File: src/rtl/dtcm_ctrl.sv
// -----------------------------------------------------------------------------
// dtcm_ctrl
//
// Load/store front end for the data TCM. Takes byte/half/word requests from the
// LSU on a valid/ready command channel, drives a word-wide byte-masked
// single-port RAM, and returns aligned and extended load data (or a store
// acknowledge / error) on a valid/ready response channel. One request per cycle
// is sustained; response backpressure is absorbed by a one-entry hold register.
//
// Optional feature macro:
//   DTCM_CTRL_ALIGN_CHK_EN  - when defined, misaligned half/word accesses are
//                             rejected with rsp_err; when undefined, the low
//                             address bits that would cause misalignment are
//                             ignored (half uses addr[1], word uses offset 0).
//
// Parameters:
//   AW  byte address width of cmd_addr, width of ram_addr
//   DP  RAM depth in 32-bit words; word index >= DP is out of range
//
// Ports:
//   clk, rst       clock, asynchronous active-high reset
//   cmd_valid      request present
//   cmd_ready      request accepted when cmd_valid & cmd_ready
//   cmd_read       1 = load, 0 = store
//   cmd_addr       byte address
//   cmd_size       0 byte, 1 half, 2 word, 3 reserved
//   cmd_unsigned   load zero-extends when 1, sign-extends when 0
//   cmd_wdata      store data, LSB-justified
//   rsp_valid      response present
//   rsp_ready      response consumed when rsp_valid & rsp_ready
//   rsp_rdata      load result; 0 for stores and errors
//   rsp_err        request rejected, RAM untouched
//   ram_addr       word index (cmd_addr[AW-1:2], zero-extended)
//   ram_din        replicated store data
//   ram_we         write strobe
//   ram_wem        byte write mask
//   ram_dout       RAM read data, valid the cycle after a non-write address
// -----------------------------------------------------------------------------
module dtcm_ctrl #(
   parameter int AW = 32,
   parameter int DP = 512
) (
   input  logic          clk,
   input  logic          rst,
   input  logic          cmd_valid,
   output logic          cmd_ready,
   input  logic          cmd_read,
   input  logic [AW-1:0] cmd_addr,
   input  logic [1:0]    cmd_size,
   input  logic          cmd_unsigned,
   input  logic [31:0]   cmd_wdata,
   output logic          rsp_valid,
   input  logic          rsp_ready,
   output logic [31:0]   rsp_rdata,
   output logic          rsp_err,
   output logic [AW-1:0] ram_addr,
   output logic [31:0]   ram_din,
   output logic          ram_we,
   output logic [3:0]    ram_wem,
   input  logic [31:0]   ram_dout
);

   localparam logic [1:0] SZ_BYTE = 2'd0;
   localparam logic [1:0] SZ_HALF = 2'd1;
   localparam logic [1:0] SZ_WORD = 2'd2;
   localparam logic [1:0] SZ_RSVD = 2'd3;

   localparam logic [AW-1:0] DP_W = AW'(DP);

   typedef enum logic [1:0] {
      ST_IDLE  = 2'd0,
      ST_FRESH = 2'd1,
      ST_HELD  = 2'd2
   } state_e;

   // ---------------------------------------------------------------------------
   // Helper functions
   // ---------------------------------------------------------------------------

   // Byte lane actually used for the access. Low bits that would make the
   // access misaligned are dropped; with alignment checking enabled such
   // accesses are rejected before this offset matters.
   function automatic logic [1:0] eff_offset(input logic [1:0] addr_lo,
                                             input logic [1:0] size);
      logic [1:0] off;
      case (size)
         SZ_BYTE: off = addr_lo;
         SZ_HALF: off = {addr_lo[1], 1'b0};
         SZ_WORD: off = 2'b00;
         default: off = 2'b00;
      endcase
      return off;
   endfunction

   // Replicate store data across all lanes so the mask alone selects bytes.
   function automatic logic [31:0] store_data(input logic [31:0] wdata,
                                              input logic [1:0]  size);
      logic [31:0] d;
      case (size)
         SZ_BYTE: d = {4{wdata[7:0]}};
         SZ_HALF: d = {2{wdata[15:0]}};
         default: d = wdata;
      endcase
      return d;
   endfunction

   function automatic logic [3:0] store_mask(input logic [1:0] off,
                                             input logic [1:0] size);
      logic [3:0] m;
      case (size)
         SZ_BYTE: m = 4'b0001 << off;
         SZ_HALF: m = 4'b0011 << off;
         SZ_WORD: m = 4'b1111;
         default: m = 4'b0000;
      endcase
      return m;
   endfunction

   // Right-align the addressed lanes and sign/zero extend.
   function automatic logic [31:0] load_fmt(input logic [31:0] dout,
                                            input logic [1:0]  off,
                                            input logic [1:0]  size,
                                            input logic        uns);
      logic [31:0] sh;
      logic [31:0] r;
      sh = dout >> {off, 3'b000};
      case (size)
         SZ_BYTE: r = uns ? {24'h000000, sh[7:0]}  : {{24{sh[7]}},  sh[7:0]};
         SZ_HALF: r = uns ? {16'h0000,   sh[15:0]} : {{16{sh[15]}}, sh[15:0]};
         default: r = sh;
      endcase
      return r;
   endfunction

   // ---------------------------------------------------------------------------
   // Request decode
   // ---------------------------------------------------------------------------
   state_e        state_q, state_d;
   logic [1:0]    off_q,   off_d;
   logic [1:0]    size_q,  size_d;
   logic          uns_q,   uns_d;
   logic          read_q,  read_d;
   logic          err_q,   err_d;
   logic [31:0]   hold_q,  hold_d;

   logic [AW-1:0] word_idx_s;
   logic [1:0]    cmd_off_s;
   logic          range_err_s;
   logic          align_err_s;
   logic          cmd_err_s;
   logic          acc_s;
   logic [31:0]   fmt_s;

   assign word_idx_s  = {2'b00, cmd_addr[AW-1:2]};
   assign cmd_off_s   = eff_offset(cmd_addr[1:0], cmd_size);
   assign range_err_s = (word_idx_s >= DP_W);

`ifdef DTCM_CTRL_ALIGN_CHK_EN
   assign align_err_s = ((cmd_size == SZ_HALF) && cmd_addr[0]) ||
                        ((cmd_size == SZ_WORD) && (cmd_addr[1:0] != 2'b00));
`else
   assign align_err_s = 1'b0;
`endif

   assign cmd_err_s = (cmd_size == SZ_RSVD) || range_err_s || align_err_s;

   assign rsp_valid = (state_q != ST_IDLE);
   assign cmd_ready = ~rst & (~rsp_valid | rsp_ready);
   assign acc_s     = cmd_valid & cmd_ready;

   // RAM side is driven straight from the command; only the strobe is gated.
   assign ram_addr = word_idx_s;
   assign ram_din  = store_data(cmd_wdata, cmd_size);
   assign ram_wem  = store_mask(cmd_off_s, cmd_size);
   assign ram_we   = acc_s & ~cmd_read & ~cmd_err_s;

   // Processed result of the pending request using live RAM data; stores and
   // errors always return zero.
   assign fmt_s = (read_q && !err_q) ? load_fmt(ram_dout, off_q, size_q, uns_q)
                                     : 32'h00000000;

   // ---------------------------------------------------------------------------
   // Response FSM
   // ---------------------------------------------------------------------------

   // Next-state, pending-request capture and hold register update.
   always_comb begin
      state_d = state_q;
      off_d   = off_q;
      size_d  = size_q;
      uns_d   = uns_q;
      read_d  = read_q;
      err_d   = err_q;
      hold_d  = hold_q;

      case (state_q)
         ST_IDLE: begin
            if (acc_s) begin
               state_d = ST_FRESH;
            end else begin
               state_d = ST_IDLE;
            end
         end
         ST_FRESH: begin
            // RAM output is only valid this cycle; keep a copy in case the
            // consumer stalls.
            hold_d = fmt_s;
            if (rsp_ready) begin
               state_d = acc_s ? ST_FRESH : ST_IDLE;
            end else begin
               state_d = ST_HELD;
            end
         end
         ST_HELD: begin
            if (rsp_ready) begin
               state_d = acc_s ? ST_FRESH : ST_IDLE;
            end else begin
               state_d = ST_HELD;
            end
         end
         default: begin
            state_d = ST_IDLE;
         end
      endcase

      if (acc_s) begin
         off_d  = cmd_off_s;
         size_d = cmd_size;
         uns_d  = cmd_unsigned;
         read_d = cmd_read;
         err_d  = cmd_err_s;
      end else begin
         off_d  = off_q;
         size_d = size_q;
         uns_d  = uns_q;
         read_d = read_q;
         err_d  = err_q;
      end
   end

   // State, pending-request fields and hold register.
   always_ff @(posedge clk or posedge rst) begin
      if (rst) begin
         state_q <= ST_IDLE;
         off_q   <= 2'b00;
         size_q  <= 2'b00;
         uns_q   <= 1'b0;
         read_q  <= 1'b0;
         err_q   <= 1'b0;
         hold_q  <= 32'h00000000;
      end else begin
         state_q <= state_d;
         off_q   <= off_d;
         size_q  <= size_d;
         uns_q   <= uns_d;
         read_q  <= read_d;
         err_q   <= err_d;
         hold_q  <= hold_d;
      end
   end

   // Response data source: live RAM on the first cycle, hold register after.
   always_comb begin
      rsp_rdata = 32'h00000000;
      case (state_q)
         ST_FRESH: rsp_rdata = fmt_s;
         ST_HELD:  rsp_rdata = hold_q;
         default:  rsp_rdata = 32'h00000000;
      endcase
   end

   assign rsp_err = rsp_valid & err_q;

endmodule

File: config.mk
export PLATFORM = sky130hd
export DESIGN_NAME = dtcm_ctrl
export DESIGN_NICKNAME = d
export VERILOG_FILES = /design/src/rtl/dtcm_ctrl.sv
export SDC_FILE = /design/constraint.sdc
export NUM_CORES = 1
export LEC_CHECK = 0
export BUFFER_PORTS_ARGS = -buffer_cell sky130_fd_sc_hd__buf_2
export CAP_MARGIN = 5
export CORE_UTILIZATION = 40
export CTS_BUF_LIST = sky130_fd_sc_hd__clkbuf_16
export CTS_CLUSTER_SIZE = 28
export DETAILED_ROUTE_END_ITERATION = 8
export GPL_TIMING_DRIVEN = 0
export PLACE_DENSITY = 0.77
export SYNTH_ARGS = -nofsm -noshare
export SYNTH_HDL_FRONTEND = slang
export SYNTH_SLANG_ARGS = --single-unit
File: constraint.sdc
create_clock -name clk -period 2.8 [get_ports clk]
set_clock_uncertainty 0.2 [all_clocks]
set_input_delay 0.56 -clock clk [delete_from_list [all_inputs] [get_ports clk]]
set_output_delay 0.56 -clock clk [all_outputs]
set_load 0.005 [all_outputs]
After elaboration in Yosys (flattened, before gate mapping)
Cells that the tools add are included.
- add/subtract/negate cells: 0
- $mul: 0
- div/mod/pow operators: 0
- magnitude comparators: 1
- equality and inequality tests: 6
- shift operators: 3
- multiplexer cells: 11
- bitwise operators: 10
- reductions and logical operators: 8
- operator list (cell ; number):
    case mux 32 bit (2 select lines) ; 3
    two-way mux 32 bit ; 3
    right shift 32 x 5 -> 32 bit ; 1
    >= comparator 30 x 10 -> 1 bit (second input constant) ; 1
    case mux 4 bit (3 select lines) ; 1
    case mux 2 bit (2 select lines) ; 2
    equality test 2 x 1 -> 1 bit (second input constant) ; 3
    equality test 2 bit (second input constant) ; 3
    logical NOT 2 bit ; 3
    bitwise AND 1 bit ; 5
    inverter 1 bit ; 4
    << shifter 1 x 2 -> 4 bit (first input constant) ; 1
    << shifter 2 x 2 -> 4 bit (first input constant) ; 1
    two-way mux 2 bit ; 1
    nonzero test 2 bit ; 1
    OR reduction 2 bit ; 1
    logical AND 1 bit ; 1
    logical NOT 1 bit ; 1
    logical OR 1 bit ; 1
    two-way mux 1 bit ; 1
    bitwise OR 1 bit ; 1
- flip-flop bits (word level): 41
- bits in latches: 0
- memory bits (writable): 0
- memory bits (read-only): 0
- input port bits: 104
- output and inout bits: 104
- logic and storage cells: 46
- memories kept: 0

Logic depth before layout (Yosys ltp)
- depth after elaboration: 8
- depth in mapped cells: 8
- mapped depth without buffers: 6

Worst setup path before layout
No wires, ideal clock.
- path type: flip-flop to output port
- start point: register state_q[0]
- end point: output rsp_rdata[30]
- data arrival time: 1.771 ns
- required time: 2.040 ns
- setup slack: 0.269 ns
- cell stages (with the launch flop): 8
- path buffers: 1
- path through: dfrtp_1 > inv_1 > ha_1 > nand4b_2 > nor3b_2 > nor2b_1 > clkbuf_2 > a221o_1
- cells in the longest elaborated chain, start to end: 2
- elaborated cells on any way between the ends: 3
- classes of those cells: eq/ne (2); mux (1)
- ends and longest elaborated chain (what ; line ; source):
    start, declared ; 138 ; state_e state_q, state_d;
    start signal, assigned ; 252 ; state_q <= state_d;
    equality test 2 bit / equality test 2 x 1 -> 1 bit (equally long branches) ; 265 ; case (state_q)
    case mux 32 bit (2 select lines) (*) ; 265 ;
    end, declared ; 54 ; output logic [31:0] rsp_rdata,
Every way passes the cells marked *; elsewhere a longest branch is shown, timed or not.

Worst setup path in the final report
- start point: register off_q[0]
- end point: output rsp_rdata[17]
- cells in the longest elaborated chain, start to end: 5
- elaborated cells on any way between the ends: 6
- classes of those cells: shift (1); mux (5)
- ends and longest elaborated chain (what ; line ; source):
    start, declared ; 139 ; logic [1:0] off_q, off_d;
    start signal, assigned ; 245 ; off_q <= 2'b00;
    start signal, assigned ; 253 ; off_q <= off_d;
    right shift 32 x 5 -> 32 bit (*) ; 126 ; sh = dout >> {off, 3'b000};
    two-way mux 32 bit (on tied branches) ; 129, 128 ;
    case mux 32 bit (2 select lines) (*) ; 127 ; case (size)
    two-way mux 32 bit (*) ; 179 ; assign fmt_s = (read_q && !err_q) ? load_fmt(ram_dout, off_q, size_q, uns_q)
    case mux 32 bit (2 select lines) (*) ; 265 ;
Marks and branches as above.

==> reports/results.ini <==
[placed_design]
place.gp.congestion = 0.8854
post_dp_cell_area_um2 = 4598
dp_hpwl_um = 9566
port_buffers = 194
post-place-ws_ps = -268.9

[logic_synthesis]
synthMuxAreaShare_pct = 17.16
synth_area_um2 = 3492
synth_compound_area_share_pct = 25.98
async_flop_share_pct = 100.0
synth_edf_count = 0
synth.avg_cell_area_um2 = 9.464
synthAdderAreaFrac_pct = 1.433
synthXorXnorAreaFrac_pct = 0
synth-main-ff-cell = dfrtp_1
synth_area_leader_cell = dfrtp_1
ys_seq_elements = 41
yosysWarnings = 0
synth_top_area_share_pct = 29.38
synth_top_family_by_area = compound AO/OA/AOI/OAI gates
seq_area_frac_synth_pct = 29.38
ys_types = 46
synth_area_leaders = dfrtp_1 29%, buf_4 8.8%, mux2_2 8.7%
synth_simple_gate_area_share_pct = 10.39
syn_inst = 369

[global_routing]
grt_max_degree = 42
grt_overflow = 0
antenna_found_initial = 0
grt_pass1_wl_um = 17940
grt_pass1_vias = 3598
grt_usage_pct = 25.86

[clock_network]
clkSinkCount = 41
htree_levels = 2
hold_buffers = 0
cts_buffer_depth = 2
cts_tree = done
clk_pin_slew_worst_paths_ps = 60
clk_latency_ps = 280
root_buffer = clkbuf_16
numCtsBuffers = 5

[detailed_routing]
vias = 3722
firstDrtPassIters = 5
drc = 0
wirelength_um = 12110
routed_via_density = 5.442
detail_route.wl_per_cell_um = 17.71
drt-initial-drc-count = 222
antenna_left = 0

[timing]
rsz0062_at_grt = true
maxSlewViolCount = 0
period_share_pct = 101.8
setup_violations = 11
fmax_mhz = 350.8
relSlewSlack_pct = 41.68
finalHoldViolCount = 0
setup_ws_ps = -50.88
max_slew.worst_pin.slew_ps = 874.8
finalCriticalPeriod_ps = 2851
hold_slack_ps = 253.6

[critical_path]
startpoint_type = register
cpPeakStageDelay_ps = 460
worstPathRequired_ps = 2040
cpMostUsedCell = buf_6
critical_path.slowest_cell = dfrtp_2
critPathKind = reg2out
cp_max_fo = 10
end_kind = output port
worstPathArrival_ps = 2090
path_cells = buf_6, mux2i_2, mux2_4, a211oi_4, buf_6, a221o_2, buf_2

[power]
power_density_nw_per_um2 = 394.1
p_leak_uw = 0.002601
ir_worst_vdd_mv = 0.2366
total_power_uw = 1983

[outcome]
violations = setup timing
run_status = finished, violations left

[die]
start_util_pct = 41.87
die_y_um = 95.44
fp.dieW_um = 95.44
rows = 33
die-area_um2 = 9108
coreArea_um2 = 8341
io_pins = 208

[layout]
layout.nets = 687
final_util_pct = 60.32
layout-drive-gt1-share_pct = 59.93
area_delta_synth_final_pct = 44.07
insertedDiodeCount = 0
final_area_um2 = 5031

[hold_path]
worstHoldPathType = in2reg

[job]
maxCapViolations = 0

[repair_timing]
item                       in CTS  in global routing
gates resized for setup        28                 24
setup buffers                   5                  5
setup endpoints to repair      33                 39
pin swaps                       4                  3
[cell families after synthesis]
group                    Yosys count
adder cells (fa/ha/maj)            4
flip-flops                        41
multiplexers                      56
AO/OA/AOI/OAI                    103
AND/OR/NAND/NOR                   75
other                              1
buffers and inverters             89
[synth_stat cells (4+ instances only)]
master	count
mux2i_1	28
a21oi_1	6
mux2_2	27
a22o_1	7
nor2b_1	5
inv_1	21
ha_1	4
dfrtp_1	41
a32o_1	7
nor2_1	19
o21ai_0	20
nor4_1	5
a211o_2	7
buf_4	41
nand2_1	31
buf_6	6
a21boi_0	8
a221o_1	12
nand2b_1	4
clkbuf_1	12
a221o_2	18
o211ai_1	8
[power by group]
part           leakage [uW]  switching [uW]  internal, uW
sequential         0.000555            27.5           612
clock             0.0000797             232           414
combinational       0.00197             359           338
total               0.00260             618          1360
[through the flow]
stage | instances | setup TNS, ps
2_1_floorplan | 370 | 0
6_report | 684 | -240.2
3_5_place_dp | 669 | -4464
3_3_place_gp | 669 | -3164
4_1_cts | 679 | -161.5
5_1_grt | 684 | -1008
[state kept, by name, summed over array words and instances, names as in the netlist]
| register | count |
|---|---|
| uns_q | 1 |
| read_q | 1 |
| state_q | 2 |
| err_q | 1 |
| size_q | 2 |
| hold_q | 32 |
| off_q | 2 |
[metal layers]
layer | global-route usage [%] | share of wire, %
met4 | 8.333 | 2.3
met2 | 47.68 | 52
met5 | 0 | 0
met3 | 4.864 | 8.0
met1 | 29.88 | 38
[path summary, 6_finish.rpt]
path                            slack [ps]       endpoint  startpoint  cells past startpoint
worst min-delay path                   250     state_q[1]   rsp_ready                      2
worst max register to register         520     hold_q[25]  state_q[1]                      7
max in group asynchronous             1540       off_q[0]         rst                      2
worst min register to register         290     hold_q[10]  hold_q[10]                      1
worst max-delay path                   -50  rsp_rdata[17]    off_q[0]                      7
min in group asynchronous              260     state_q[1]         rst                      2
[critical path, delay by kind of cell, from the launching register on]
kind	cells	cell delay, ps
DFF	1	460
muxes	2	450
buffers and inverters	3	450
AOI/OAI and AO/OA	2	450
[layout make-up]
type	instances	area (um^2)
multi-input cells	240	2038
inverters	22	85.08
flip-flops and latches	41	1027
repair buffers	204	1087
fillers	746	3309
well taps	105	131.4
clock inverters	2	35.03
clock buffers	5	125.1
plain buffers	65	501.7
[layout by cell type, fill, tap and decap left out, drive strengths merged, types with 2 or more instances in the layout]
cell type,count
nand2,31
nor4,5
o211ai,8
dfrtp,41
inv,22
a21oi,6
conb,2
nor2,19
nor3,3
a22o,7
clkbuf,18
mux2,28
a211oi,3
a32o,7
nand2b,4
mux2i,28
ha,4
buf,255
a21boi,8
o221ai,2
nor2b,5
a211o,9
a221o,30
o21ai,20
No activity file was read; power rests on OpenSTA's default activity.
